`src/rtl/package_settings.sv`:
```
// Shared system-wide settings for the v6 signal chain.
package package_settings;
  localparam int SIZE_ADC_DATA = 14;
endpackage

```
`src/rtl/v6_pulse_pkg.sv`:
```
// Types and constants for the v6 synthetic pulse source.
package v6_pulse_pkg;
  import package_settings::*;

  typedef enum logic [1:0] {
    IDLE  = 2'd0,
    RISE  = 2'd1,
    DECAY = 2'd2
  } state_t;

  localparam int FRAC_W_DEF = 8;
  localparam int ACC_W      = SIZE_ADC_DATA + FRAC_W_DEF + 1;

  localparam logic [15:0] LFSR_POLY = 16'hB400;
  localparam logic [15:0] LFSR_SEED = 16'hACE1;
endpackage

```
`src/rtl/v6_pulse_lfsr.sv`:
```
// 16-bit Galois LFSR used as a cheap dither source for the pulse generator.
module v6_pulse_lfsr
  import v6_pulse_pkg::*;
(
  input  logic        clk,
  input  logic        reset,
  input  logic        en,
  output logic [15:0] state
);

  always_ff @(posedge clk) begin
    if (reset) begin
      state <= LFSR_SEED;
    end else if (en) begin
      state <= {1'b0, state[15:1]} ^ (state[0] ? LFSR_POLY : 16'h0000);
    end
  end

endmodule

```
`src/rtl/v6_pulse_source.sv`:
```
// Synthetic detector pulse generator (linear rise, exponential decay, pile-up).
// Optional baseline dither when V6_PULSE_SOURCE_NOISE_EN is defined.
module v6_pulse_source
  import package_settings::*;
  import v6_pulse_pkg::*;
#(
  parameter int RISE_SHIFT  = 2,
  parameter int DECAY_SHIFT = 4,
  parameter int PERIOD      = 256,
  parameter int BASELINE    = 100,
  parameter int FRAC_W      = FRAC_W_DEF
) (
  input  logic                     clk,
  input  logic                     reset,
  input  logic                     start,
  input  logic [SIZE_ADC_DATA-1:0] amplitude,
  input  logic [15:0]              n_pulses,
  output logic [SIZE_ADC_DATA-1:0] adc_data,
  output logic                     pulse_strobe,
  output logic                     busy,
  output logic                     done
);

  localparam int AW       = ACC_W + FRAC_W - FRAC_W_DEF;
  localparam int RISE_LEN = 1 << RISE_SHIFT;
  localparam int PC_W     = $clog2(PERIOD);
  localparam int ADC_MAX  = (1 << SIZE_ADC_DATA) - 1;
  localparam logic [AW-1:0] ACC_MAX = '1;

  state_t                   state;
  logic [AW-1:0]            acc;
  logic [AW-1:0]            base;
  logic [PC_W-1:0]          pc;
  logic [15:0]              rem;
  logic [SIZE_ADC_DATA-1:0] amp;

  logic [AW-1:0]            amp_full;
  logic [AW-1:0]            rise_step;
  logic [AW-1:0]            acc_decayed;
  logic [AW-1:0]            rise_base;
  logic signed [31:0]       level;

  function automatic logic [AW-1:0] sat_add(input logic [AW-1:0] a, input logic [AW-1:0] b);
    logic [AW:0] s;
    s = {1'b0, a} + {1'b0, b};
    return s[AW] ? ACC_MAX : s[AW-1:0];
  endfunction

  function automatic logic [SIZE_ADC_DATA-1:0] sat_adc(input logic signed [31:0] v);
    if (v < 0)
      return '0;
    else if (v > ADC_MAX)
      return SIZE_ADC_DATA'(ADC_MAX);
    else
      return v[SIZE_ADC_DATA-1:0];
  endfunction

  always_comb begin
    amp_full    = {1'b0, amp, {FRAC_W{1'b0}}};
    rise_step   = amp_full >> RISE_SHIFT;
    acc_decayed = acc - (acc >> DECAY_SHIFT);
    // The first RISE cycle still holds the pre-pulse level in acc itself.
    rise_base   = (pc == '0) ? acc : base;
  end

`ifdef V6_PULSE_SOURCE_NOISE_EN
  logic [15:0] lfsr;

  v6_pulse_lfsr u_lfsr (
    .clk   (clk),
    .reset (reset),
    .en    (1'b1),
    .state (lfsr)
  );

  always_comb begin
    level = 32'(BASELINE) + 32'(acc[AW-1:FRAC_W]) + 32'(signed'(lfsr[2:0]));
  end
`else
  always_comb begin
    level = 32'(BASELINE) + 32'(acc[AW-1:FRAC_W]);
  end
`endif

  always_ff @(posedge clk) begin
    if (reset) begin
      state        <= IDLE;
      acc          <= '0;
      base         <= '0;
      pc           <= '0;
      rem          <= '0;
      amp          <= '0;
      adc_data     <= SIZE_ADC_DATA'(BASELINE);
      busy         <= 1'b0;
      done         <= 1'b0;
      pulse_strobe <= 1'b0;
    end else begin
      done         <= 1'b0;
      pulse_strobe <= 1'b0;
      adc_data     <= sat_adc(level);

      case (state)
        IDLE: begin
          if (start) begin
            amp <= amplitude;
            if (n_pulses == 16'd0) begin
              done <= 1'b1;
            end else begin
              state        <= RISE;
              busy         <= 1'b1;
              pc           <= '0;
              rem          <= n_pulses;
              pulse_strobe <= 1'b1;
            end
          end
        end

        RISE: begin
          if (pc == '0)
            base <= acc;
          // Land exactly on base+amp so truncated steps never drift the peak.
          if (pc == PC_W'(RISE_LEN - 1)) begin
            acc   <= sat_add(rise_base, amp_full);
            state <= DECAY;
          end else begin
            acc <= sat_add(acc, rise_step);
          end
          pc <= pc + 1'b1;
        end

        DECAY: begin
          if (pc == PC_W'(PERIOD - 1)) begin
            if (rem > 16'd1) begin
              // Residual tail is kept so the next pulse piles up on it.
              rem          <= rem - 16'd1;
              pc           <= '0;
              state        <= RISE;
              pulse_strobe <= 1'b1;
              acc          <= acc_decayed;
            end else begin
              state <= IDLE;
              acc   <= '0;
              pc    <= '0;
              rem   <= '0;
              busy  <= 1'b0;
              done  <= 1'b1;
            end
          end else begin
            acc <= acc_decayed;
            pc  <= pc + 1'b1;
          end
        end

        default: begin
          state <= IDLE;
        end
      endcase
    end
  end

endmodule

```
`config.mk`:
```
export PLATFORM = sky130hd
export DESIGN_NAME = v6_pulse_source
export DESIGN_NICKNAME = d
export VERILOG_FILES = /design/src/rtl/package_settings.sv /design/src/rtl/v6_pulse_pkg.sv /design/src/rtl/v6_pulse_lfsr.sv /design/src/rtl/v6_pulse_source.sv
export SDC_FILE = /design/constraint.sdc
export NUM_CORES = 1
export LEC_CHECK = 0
export CELL_PAD_IN_SITES_DETAIL_PLACEMENT = 0
export CELL_PAD_IN_SITES_GLOBAL_PLACEMENT = 2
export CORE_MARGIN = 5
export CORE_UTILIZATION = 36
export DETAILED_ROUTE_END_ITERATION = 10
export PLACE_DENSITY_LB_ADDON = 0.3
export SETUP_SLACK_MARGIN = 0.15
export SYNTH_ARGS = -nofsm -noshare
export SYNTH_HDL_FRONTEND = slang
export SYNTH_HIERARCHICAL = 1
export SYNTH_SLANG_ARGS = --single-unit
```
`constraint.sdc`:
```
create_clock -name clk -period 4.9 [get_ports clk]
set_clock_uncertainty 0.05 [all_clocks]
set_input_delay 0.98 -clock clk [delete_from_list [all_inputs] [get_ports clk]]
set_output_delay 0.98 -clock clk [all_outputs]
set_load 0.02 [all_outputs]
```
==> results of run 1 <==
-- layer usage --
layer	routed length, um	vias up	global-route usage [%]
met5	0	-	0
met4	305	0	4.941
met3	550	20	2.409
met2	10160	96	32.85
met1	10430	3063	25.90
li1	-	3346	-
-- through the flow --
step / power [mW] / hold slack [ps] / utilization (%) / worst slack, ps
6_report: 2.647 / 405.1 / 42.02 / 788.8
5_1_grt: 2.814 / 422.9 / 42.02 / 312.4
4_1_cts: 2.669 / 407.6 / 42.02 / 748.5
3_5_place_dp: 1.965 / 397.0 / 40.63 / 753.8
3_3_place_gp: 1.976 / 393.6 / 40.63 / 846.0
2_1_floorplan: 1.697 / 385.7 / - / 1182
-- power groups by stage --
stage | logic, mW | clock network [mW] | registers, mW
floorplan | 0.724 | 0 | 0.973
global route | 1.08 | 0.750 | 0.979
CTS | 0.980 | 0.717 | 0.973
detailed placement | 0.972 | 0 | 0.992
finish | 0.977 | 0.698 | 0.972
global placement | 0.983 | 0 | 0.993
-- cells in the final DEF (no fill, tap or decap), types with 6 or more instances in the layout --
master and instances:
nand2b_1 11, o21ai_0 55, a21oi_1 100, a21o_1 17, nand2_1 94, nand4_1 6
clkbuf_16 9, nor2_1 74, nand3_1 29, mux2i_1 25, inv_1 47, xnor2_1 38
xor2_1 19, and3_1 10, or3_1 7, nor3_1 19, dfxtp_1 103, a221oi_1 10
mux2_2 13, ha_1 56, a31oi_1 12, o21a_1 14, clkdlybuf4s50_1 48, a211oi_1 12
o211ai_1 7, buf_4 11, nor4_1 7
-- worst max-delay path by stage --
stage | startpoint | end | depth (start not counted) | slack (ps)
after floorplan | pc[2]$_SDFFE_PP0P_ | acc[21]$_SDFFE_PP0P_ | 16 | 1180
after global placement | pc[2]$_SDFFE_PP0P_ | acc[7]$_SDFFE_PP0P_ | 14 | 850
after detailed placement | pc[2]$_SDFFE_PP0P_ | acc[12]$_SDFFE_PP0P_ | 14 | 750
after CTS | pc[2]$_SDFFE_PP0P_ | acc[12]$_SDFFE_PP0P_ | 14 | 750
after global routing | pc[2]$_SDFFE_PP0P_ | acc[7]$_SDFFE_PP0P_ | 14 | 310
final | pc[2]$_SDFFE_PP0P_ | acc[7]$_SDFFE_PP0P_ | 14 | 790
-- area by class of cell --
cell class	instances	area share, %
multi-input combinational	721	58.57
inverter	47	2.143
sequential	103	25.05
timing repair buffer	60	6.901
tap	265	4.028
clock buffer	11	2.949
clock inverter	4	0.3648
-- cells in the mapped netlist (5+ instances only) --
cell type  instances  area share (%)
a221oi_1          10             1.2
o22ai_1            5            0.43
a21oi_1          100             6.9
a211oi_1          12             1.3
xor2_1            19             2.3
o21ai_0           55             3.8
nor3b_1            5            0.52
o21bai_1           5            0.52
mux2i_1           25             3.5
nor3_1            19             1.3
mux2_2            13             2.0
nor2b_1            5            0.43
ha_1              56             9.7
a21o_1            17             1.8
nand3_1           29             2.0
or3_1              7            0.61
o211ai_1           7            0.73
and3_1            10            0.87
a31oi_1           12             1.0
nand2_1           94             4.9
clkbuf_1          28             1.5
o21a_1            14             1.5
nand4_1            6            0.52
dfxtp_1          103              29
nor2_1            74             3.9
nand2b_1          11            0.96
nor4_1             7            0.61
inv_1             47             2.4
xnor2_1           38             4.6
-- kinds of logic after synthesis --
| kind of cell | after synthesis | share of synthesized area, % |
|---|---|---|
| and+or+nand+nor | 286 | 18.96 |
| AOI/OAI and AO/OA | 280 | 24.80 |
| adders and majority gates | 59 | 10.56 |
| DFF | 103 | 28.62 |
| buffers and inverters | 82 | 4.480 |
| xor gates and xnor gates | 57 | 6.928 |
| muxes | 39 | 5.661 |
-- flip-flops by register name, indices dropped and copies added, names as in the netlist --
| signal | flops |
|---|---|
| acc | 23 |
| adc_data | 14 |
| amp | 14 |
| base | 23 |
| busy | 1 |
| done | 1 |
| pc | 8 |
| pulse_strobe | 1 |
| rem | 16 |
| state | 2 |
-- worst register-to-register path: stages (launching register included) --
cell and delay [ps]:
dfxtp_1 350, nor4_1 430, and3_1 410, mux2i_1 380, inv_1 80, ha_1 290
a211oi_1 300, o21ai_0 150, a31oi_1 380, o21ai_0 270, a21oi_1 200, buf_4 290
a221oi_1 150, a31oi_1 170, a211oi_1 90
==> flow_metrics.tcl, run 1 <==
set metrics [dict create \
    p_per_area_nw_per_um2 321.6 \
    crit_buf_inv 2 \
    cp_max_fo 22 \
    drt_iter0_drc 289 \
    r2r_cells 14 \
    finalCriticalPeriod_ps 4111 \
    holdPathStages 2 \
    p_int_mw 1.672 \
    synth_cells 906 \
    rsz0062_at_grt "false" \
    grt_max_degree 56 \
    drv_slew 0 \
    worstSkewPairLatency_ps 370 \
    drv_cap 0 \
    hold_viol_final 0 \
    fill_cells 2064 \
    drc 0 \
    cts-root-buf "clkbuf_16" \
    crit_type "register to register" \
    critPathArrivalTime_ps 4290 \
    syn_nets 998 \
    max_stage_delay_ps 430 \
    rows 51 \
    ir_drop_mv 0.1642 \
    hold_end "base[3]$_SDFFE_PP0P_" \
    status "completed" \
    path_clk_slew_ps 70 \
    drtPass1Iterations 5 \
    grt_overflow_total 0 \
    start_util_pct 36.78 \
    clkPwrFrac_pct 26.4 \
    net-switching-power_mw 0.9749 \
    num_antenna_cells 0 \
    netlist_area_sq_um 7206 \
    cts_made_buffers 9 \
    dpl.hpwl_um 16560 \
    drive_gt1_share_pct 5.814 \
    ys.flop_type "dfxtp_1" \
    ctsHoldBuffers 0 \
    ys_types 74 \
    final.period_utilization_pct 83.90 \
    r2r_end "acc[7]$_SDFFE_PP0P_" \
    wl_per_cell_um 17.71 \
    register_area_sq_um 2062 \
    reg2reg_from "pc[2]$_SDFFE_PP0P_" \
    cts_sinks 103 \
    routed_wirelength_um 21450 \
    cp.required_ps 5070 \
    min_path_type "register to register" \
    path_cells "nor4_1, and3_1, mux2i_1, inv_1, ha_1, a211oi_1, o21ai_0, a31oi_1, o21ai_0, a21oi_1, buf_4, a221oi_1, a31oi_1, a211oi_1" \
    cts_resized 0 \
    critPathCaptureType "register" \
    place_congestion 0.8323 \
    dr_total_vias 6525 \
    seq_area_frac_synth_pct 28.62 \
    die_x_um 151.5 \
    place_area_sq_um 7959 \
    nNetsFinal 1034 \
    multi_input_area_sq_um 4821 \
    synth_area_per_cell_sq_um 7.953 \
    dpl.cell_count 1196 \
    via_per_inst 5.388 \
    power.share.switching_pct 36.83 \
    r2r_setup_slack_ps 790 \
    synthesis.yosys.warnings 6 \
    cts_setup_buffers 0 \
    fin_area_sq_um 8232 \
    power.leakage_nw 3.224 \
    synth_edf_count 0 \
    fin_cells 1211 \
    fp.dieH_um 151.5 \
    ant_nets 0 \
    hp-start "base[3]$_SDFFE_PP0P_" \
    ys_ff_latch 103 \
    track_usage_pct 19.30 \
    antenna_found_initial 0 \
    slew_headroom_pct 25.66 \
    start_kind "register" \
    worst_pin_slew_ps 1111 \
    crit_family "compound AO/OA/AOI/OAI gates" \
    fmax_mhz 243.2 \
    ys_async_sr_fraction_pct 0 \
    syn2layout_area_growth_pct 14.24 \
    setup_tns_ps 0 \
    tritoncts "built" \
    critPathSlowestCell "nor4_1" \
    grt_pass1_wl_um 34820 \
    first_global_vias 6444 \
    cts_buffer_depth 2 \
    fp.coreArea_sq_um 19590 \
    htreeDepth 3 \
    io_buffers 49 \
    io_pins 50 \
    p_comb_share_pct 36.9 \
    pwr-share-seq_pct 36.7 \
    dieArea_sq_um 22940 \
    setup_violations 0 \
]
Note: power is estimated with default switching activity, not from simulation.
==> run 2: changes to the inputs <==
==> constraint.sdc (replaced) <==
create_clock -name clk -period 4.2 [get_ports clk]
set_clock_uncertainty 0.05 [all_clocks]
set_input_delay 0.84 -clock clk [delete_from_list [all_inputs] [get_ports clk]]
set_output_delay 0.84 -clock clk [all_outputs]
set_load 0.02 [all_outputs]
==> flow_metrics.tcl, run 2 (synthesis results as in run 1) <==
set metrics [dict create \
    status "completed" \
    fill_cells 2067 \
    first_global_vias 6322 \
    finalHoldWorstSlack_ps 403.0 \
    grt_max_degree 73 \
    multi_input_area_sq_um 4828 \
    path_cells "nor4_2, and3_2, mux2_2, ha_1, inv_1, fa_1, nor2b_1, o31a_1, o211ai_1, a21boi_1, a311o_1, a21oi_1, xnor2_1, a21oi_1, o2bb2ai_1" \
    worstSkewPairLatency_ps 360 \
    io_pins 50 \
    r2r_cells 15 \
    dieArea_sq_um 22940 \
    hold_viol_final 0 \
    fin_util_pct 42.58 \
    worst_pin_slew_ps 1246 \
    drt_iter0_drc 360 \
    wl_per_cell_um 18.01 \
    finalPower_mw 3.159 \
    fp.dieH_um 151.5 \
    cp_common_cell "a21oi_1" \
    syn2layout_area_growth_pct 15.75 \
    final.period_utilization_pct 90.23 \
    fin_area_sq_um 8341 \
    drc 0 \
    top_regs "acc (23), base (23), rem (16)" \
    holdPathStages 2 \
    mostFrequentLayoutCells "103 x dfxtp_1, 100 x a21oi_1, 94 x nand2_1" \
    grt_pass1_wl_um 34670 \
    fin_cells 1221 \
    critPathArrivalTime_ps 3970 \
    power.leakage_nw 3.277 \
    setup_violations 0 \
    via_per_inst 5.473 \
    start_kind "register" \
    drv_cap 0 \
    p_per_area_nw_per_um2 378.8 \
    cts-root-buf "clkbuf_16" \
    track_usage_pct 19.23 \
    hold_end "base[2]$_SDFFE_PP0P_" \
    fp.coreArea_sq_um 19590 \
    cp_max_fo 6 \
    ir_drop_mv 0.1926 \
    path_clk_slew_ps 80 \
    place_area_sq_um 8039 \
    hp-start "base[2]$_SDFFE_PP0P_" \
    fmax_mhz 263.9 \
    finalCriticalPeriod_ps 3789 \
    cts_made_buffers 9 \
    drtPass1Iterations 5 \
    place_congestion 0.8622 \
    reg2reg_from "pc[2]$_SDFFE_PP0P_" \
    crit_type "register to register" \
    antenna_found_initial 0 \
    drv_slew 0 \
    register_area_sq_um 2062 \
    grt_overflow_total 0 \
    drive_gt1_share_pct 7.113 \
    cts_setup_buffers 0 \
    io_buffers 49 \
    die_x_um 151.5 \
    tritoncts "built" \
    num_antenna_cells 0 \
    cp.required_ps 4380 \
    setup_tns_ps 0 \
    rows 51 \
    dpl.cell_count 1205 \
    preCtsSetupSlack_ps 256.6 \
    finalWorstSetupSlack_ps 410.5 \
    cts_buffer_depth 2 \
    slew_headroom_pct 16.29 \
    routed_wirelength_um 21990 \
    ant_nets 0 \
    r2r_setup_slack_ps 410 \
    critPathCaptureType "register" \
    final_common_cell "dfxtp_1" \
    nNetsFinal 1043 \
    rsz0062_at_grt "false" \
    htreeDepth 3 \
    critPathSlowestCell "mux2_2" \
    dpl.hpwl_um 16620 \
    min_path_type "register to register" \
    max_stage_delay_ps 370 \
    cts_sinks 103 \
    r2r_end "acc[22]$_SDFFE_PP0P_" \
    start_util_pct 36.78 \
    dr_total_vias 6682 \
]
run 2: cell types whose count changed in the layout (fill, tap and decap cells not counted):
cell | previous run | this run
clkbuf_1 | 1 | 0
nor4_1 | 7 | 6
and3_2 | 0 | 1
o21ai_1 | 3 | 4
nor4_2 | 0 | 1
buf_12 | 0 | 1
clkbuf_8 | 1 | 2
o21ai_0 | 55 | 54
and3_1 | 10 | 9
clkinvlp_4 | 1 | 2
clkinv_2 | 1 | 0
clkinv_4 | 1 | 2
buf_4 | 11 | 19
run 2: critical path, delay by kind of cell, from the launching register on:
family                     cells  cell delay, ps
xor gates and xnor gates       1             170
buffers and inverters          1              70
adders and majority gates      2             420
AOI/OAI and AO/OA              7            1450
muxes                          1             370
DFF                            1             360
and+or+nand+nor                3             750
run 2: worst max-delay path by stage:
stage | from | end | cells after the start
floorplan | pc[2]$_SDFFE_PP0P_ | acc[21]$_SDFFE_PP0P_ | 16
global placement | pc[2]$_SDFFE_PP0P_ | acc[22]$_SDFFE_PP0P_ | 15
detailed placement | pc[2]$_SDFFE_PP0P_ | acc[22]$_SDFFE_PP0P_ | 13
CTS | pc[2]$_SDFFE_PP0P_ | acc[7]$_SDFFE_PP0P_ | 14
global route | pc[2]$_SDFFE_PP0P_ | acc[7]$_SDFFE_PP0P_ | 14
finish | pc[2]$_SDFFE_PP0P_ | acc[22]$_SDFFE_PP0P_ | 15
run 2: routing by layer:
| layer | part of all wire [%] | global-route usage (%) | vias to the layer above |
|---|---|---|---|
| met2 | 47 | 32.30 | 130 |
| met3 | 3.8 | 3.034 | 16 |
| met5 | 0 | 0 | - |
| met1 | 48 | 26.14 | 3169 |
| met4 | 1.0 | 3.989 | 0 |
| li1 | - | - | 3367 |
run 2: power breakdown:
part / switching, mW / internal, mW / total [mW] / leakage, nW
clock: 0.423 / 0.440 / 0.863 / 0.138
sequential: 0.0830 / 1.04 / 1.13 / 0.839
combinational: 0.669 / 0.500 / 1.17 / 2.30
run 2: timing repair:
action / CTS / global route
gates resized for setup: 0 / 3
hold endpoints to repair: 0 / 0
hold buffers: 0 / 0
setup endpoints to repair: 0 / 19
run 2: cell type report:
type	instances	share of cell area [%]
Clock buffer	11	3.030
Clock inverter	5	0.4950
Inverter	47	2.115
Multi-Input combinational cell	721	57.89
Sequential cell	103	24.72
Tap cell	265	3.975
Timing Repair Buffer	69	7.771
